## src/rtl/dec_pkg.sv

```systemverilog
// Shared types and helpers for the one-hot decoder slice.
//   state_t    : decoder FSM state (IDLE, DRIVE)
//   IDX_W_DEF  : default index width
//   OUT_W_DEF  : default one-hot width (2**IDX_W_DEF)
//   onehot_of  : 1 << idx at the default widths; shared with the bench scoreboard
package dec_pkg;
  typedef enum logic {IDLE = 1'b0, DRIVE = 1'b1} state_t;

  localparam int IDX_W_DEF = 3;
  localparam int OUT_W_DEF = 1 << IDX_W_DEF;

  function automatic logic [OUT_W_DEF-1:0] onehot_of(input logic [IDX_W_DEF-1:0] idx);
    return OUT_W_DEF'(1) << idx;
  endfunction
endpackage

```

## src/rtl/hold_timer.sv

```systemverilog
// Hold-length counter for one decoded output.
//   clk, rst : clock, async active-high reset
//   load     : restart the hold (a new value is being driven next cycle)
//   clear    : return to zero (output is being dropped)
//   run      : output is being driven; advance toward terminal count
//   tc       : cnt == HOLD-1, last cycle of the current hold
module hold_timer #(
  parameter int HOLD = 2
) (
  input  logic clk,
  input  logic rst,
  input  logic load,
  input  logic clear,
  input  logic run,
  output logic tc
);
  localparam int CW = $clog2(HOLD + 1);

  logic [CW-1:0] cnt;

  assign tc = (cnt == CW'(HOLD - 1));

  // Parks at HOLD-1 rather than wrapping, so tc stays stable until the
  // top either reloads or clears it.
  always_ff @(posedge clk or posedge rst) begin
    if (rst)                cnt <= '0;
    else if (load || clear) cnt <= '0;
    else if (run && !tc)    cnt <= cnt + 1'b1;
  end
endmodule

```

## src/rtl/onehot_decoder_hold.sv

```systemverilog
// Registered N-to-2^N decoder with valid/ready input and programmable hold.
//   clk, rst   : clock, async active-high reset
//   en         : acceptance enable (gates in_ready only)
//   flush      : synchronous clear of the active output
//   in_valid   : index request valid
//   in_ready   : request can be accepted this cycle
//   idx        : binary index, sampled only on accept
//   onehot     : registered decoded vector, zero or one-hot
//   out_valid  : registered, mirrors |onehot
//   busy       : FSM is in DRIVE
//   acc_cnt    : accepted-request count, wraps
module onehot_decoder_hold
  import dec_pkg::*;
#(
  parameter int IDX_W = IDX_W_DEF,
  parameter int HOLD  = 2,
  parameter int CNT_W = 8,
  localparam int OUT_W = 1 << IDX_W
) (
  input  logic             clk,
  input  logic             rst,
  input  logic             en,
  input  logic             flush,
  input  logic             in_valid,
  output logic             in_ready,
  input  logic [IDX_W-1:0] idx,
  output logic [OUT_W-1:0] onehot,
  output logic             out_valid,
  output logic             busy,
  output logic [CNT_W-1:0] acc_cnt
);
  state_t state;
  logic   tc;
  logic   accept;
  logic   drive_end;

  // Ready in IDLE, or on the last hold cycle so consecutive outputs abut.
  assign in_ready  = !rst && en && !flush && ((state == IDLE) || ((state == DRIVE) && tc));
  assign accept    = in_valid && in_ready;
  assign drive_end = (state == DRIVE) && tc && !accept;
  assign busy      = (state == DRIVE);

  hold_timer #(.HOLD(HOLD)) u_timer (
    .clk   (clk),
    .rst   (rst),
    .load  (accept),
    .clear (flush || drive_end),
    .run   (state == DRIVE),
    .tc    (tc)
  );

  always_ff @(posedge clk or posedge rst) begin
    if (rst) begin
      state     <= IDLE;
      onehot    <= '0;
      out_valid <= 1'b0;
      acc_cnt   <= '0;
    end else if (flush) begin
      state     <= IDLE;
      onehot    <= '0;
      out_valid <= 1'b0;
    end else if (accept) begin
      state     <= DRIVE;
      onehot    <= OUT_W'(1) << idx;
      out_valid <= 1'b1;
      acc_cnt   <= acc_cnt + 1'b1;
    end else if (drive_end) begin
      state     <= IDLE;
      onehot    <= '0;
      out_valid <= 1'b0;
    end
  end
endmodule

```

## config.mk

```make
export PLATFORM = sky130hd
export DESIGN_NAME = onehot_decoder_hold
export DESIGN_NICKNAME = d
export VERILOG_FILES = /design/src/rtl/dec_pkg.sv /design/src/rtl/hold_timer.sv /design/src/rtl/onehot_decoder_hold.sv
export SDC_FILE = /design/constraint.sdc
export NUM_CORES = 1
export LEC_CHECK = 0
export CAP_MARGIN = 20
export CORE_UTILIZATION = 40
export CTS_CLUSTER_DIAMETER = 100
export CTS_CLUSTER_SIZE = 30
export DETAILED_ROUTE_END_ITERATION = 7
export GPL_ROUTABILITY_DRIVEN = 0
export GPL_TIMING_DRIVEN = 0
export PLACE_DENSITY = 0.67
export SLEW_MARGIN = 20
export SYNTH_ARGS = -nofsm -noshare
export SYNTH_HDL_FRONTEND = slang
export SYNTH_SLANG_ARGS = --single-unit
```

## constraint.sdc

```tcl
create_clock -name clk -period 2 [get_ports clk]
set_input_delay 0.2 -clock clk [delete_from_list [all_inputs] [get_ports clk]]
set_output_delay 0.2 -clock clk [all_outputs]
set_load 0.005 [all_outputs]
```

==> results.md <==
- FMAX: just over 600 MHz
- HPWL Detailed: roughly 1200 um
- Total track usage: ~15%
- Hold crit path type: in2async
- Reg-to-reg slack, setup: roughly 370 ps
- Crit Path Class: reg2reg
- Die extent in x: just under 50 um
- Syn nets: 82
- Final WS setup: 368.8 ps
- Synth warnings: 0
- Commonest non-fill, non-tap cell in the layout: clkdlybuf4s50_1
- DP Worst Slack: 305.4 ps
- Routed Antenna Nets: 0
- R2R depth: 7
- RSZ-0062 raised after global routing: no
- Total leakage power: about 0.57 nW
- Reg clk slew, reported paths: around 100 ps
- H-tree depth: 1
- Via density: about 4.9
- Clock Skews: between 5 and 6 ps
- Slew margin rel.: a little over half
- Worst Setup End Kind: flip-flop
- Pwr per Cell Area: around 720 mW/mm2
- PortBufs: 26
- Die area: approximately 0.0024 mm2
- Largest area contributor in the synthesized netlist: dfrtp_1
- Area Growth Syn to Fin: 36.75%
- Drt pass-1 iters: 4
- Clock Tree Root: clkbuf_4
- # resized after CTS: 0
- Num CTS Buffers: 3
- Nets: approximately 110
- Count of final hold-check violations: 0
- IO Pins: 27
- Initial antenna violation count: 0
- Worst skew pair latency: ~290 ps
- Initial core utilization: 43.44%
- Max Cap Viol: 0
- Mean Syn Cell Area: around 12 um2
- DR WL/cell: 12.41 um
- First-pass GRT wire length: 2766 um
- CP Launch Type: flip-flop
- Core box area: 0.002022 mm2
- Outcome: complete, no violations
- CTS max path bufs: 2
- Via count: 628
- Share of cells above drive strength 1: 13.73%
- Setup TNS: 0 ps
- Number of diodes: 0
- GRT overflow: 0
- Post-Syn Instances: just over 70
- Fillers: about 180
- Vias in the first global route: roughly 610
- Final WL: 1601 um
- Slew Limit Fails: 0
- Final setup vio count: 0
- CTS tree: built
- Synth area leaders: dfrtp_1 (54%), xnor2_1 (6.0%), a32o_1 (4.6%)
- Top cell type's share of synthesized area: ~54%
- Largest net degree at the start of global routing: 20
- Mapped cell area: between 800 and 900 um2
- #FFs+latches synth: 19
- Final worst path period share: around four fifths
- Die height: approximately 49 um
- CP Max Fanout: 10
- Hold buffers post-CTS: 0
- Row cnt: 16
- Most frequent cells in the layout: clkdlybuf4s50_1 (25), dfrtp_1 (19), inv_1 (6), xnor2_1 (6), nand2_1 (5)
- Seq/Total Area, Yosys: 54.13%
- Fin crit period: ~1600 ps
- Worst slew pin tran: 686.6 ps
- Area of the multi-input gates: between 300 and 400 um2
- Post-CTS setup buffer count: 0
- CP required: ~2200 ps
- Clk sinks: 19
- 1st-iter DRT viols: 10
- VDD IR-drop max: roughly 570 uV
- Yosys cell types: 28
- Residual DRC count: 0
- Worst EP arrival: around 1800 ps
- Register area: about 480 um2
## worst paths after layout
| kind | start | to |
|---|---|---|
| max in group asynchronous | rst | acc_cnt[4] |
| worst min register to register | acc_cnt[7] | acc_cnt[7] |
| worst min-delay path | rst | acc_cnt[7] |
| worst max register to register | u_timer.cnt[1] | acc_cnt[4] |
| min in group clk | acc_cnt[7] | acc_cnt[7] |
| worst max-delay path | u_timer.cnt[1] | acc_cnt[4] |
## state kept, by name (all words and copies together) (netlist names)
signal	flops
u_timer.cnt	2
acc_cnt	8
busy	1
onehot	8
## critical path, cell delays in order (launching register included)
cell and delay (ps):
dfrtp_1 390, inv_1 60, ha_1 150, and2b_4 220, nor4_4 220, buf_6 200, nand4_1 120, xnor2_1 150
## synth_stat cells
cell type	n
o211a_1	1
buf_2	1
nand3_1	3
ha_1	2
and2_1	3
nor4_4	1
nand2_4	1
nor3_1	1
mux2_2	1
nand2b_4	1
nor2_1	1
a22o_1	1
nand4_1	2
and2b_2	1
and3_1	1
a32o_1	4
dfrtp_1	19
xnor2_1	6
a21oi_1	1
nand2_1	5
buf_4	1
o31ai_1	3
and2b_4	1
buf_6	1
xor2_1	2
a21o_2	1
o31a_2	1
inv_1	6
## metrics by stage
step	total power, mW	utilization, %	hold WS [ps]	std cells	cell area [um2]
after floorplan	0.5675	-	151.1	72	878.3
after global placement	0.6891	57.98	459.2	125	1172
after detailed placement	0.6932	57.98	471.6	125	1172
after CTS	0.8827	59.28	370.2	129	1199
after global routing	0.9212	59.41	434.3	129	1201
final	0.8679	59.41	345.6	129	1201
## area by class of cell
class | instances | share of cell area [%]
Sequential cell | 19 | 39.58
Multi-Input combinational cell | 44 | 29.69
Timing Repair Buffer | 26 | 21.88
Tap cell | 27 | 2.813
Clock buffer | 4 | 2.188
Buffer | 3 | 1.979
Inverter | 6 | 1.875
## cells by family (layout without fill, tap and decap cells)
kind of cell	Yosys count	in the layout	synth area share [%]
adder cells (fa/ha/maj)	2	2	2.849
XOR/XNOR	8	8	7.978
buffers and inverters	9	39	5.270
AO/OA/AOI/OAI	12	12	11.97
multiplexers	1	1	1.282
AND/OR/NAND/NOR	21	21	16.52
flip-flops	19	19	54.13
## report_power, final
| group | leakage, nW | internal (mW) | switching [mW] |
|---|---|---|---|
| logic | 0.294 | 0.132 | 0.0810 |
| clock network | 0.0150 | 0.0776 | 0.108 |
| registers | 0.259 | 0.425 | 0.0442 |
| total | 0.568 | 0.634 | 0.234 |
## layer usage
metal / up-vias / wire [um] / global-route usage (%)
met1: 304 / 719 / 19.11
li1: 309 / - / -
met2: 15 / 818 / 24.77
met5: - / 0 / 0
met3: 0 / 63 / 4.673
met4: 0 / 0 / 5.882
No activity file was read; power rests on OpenSTA's default activity.
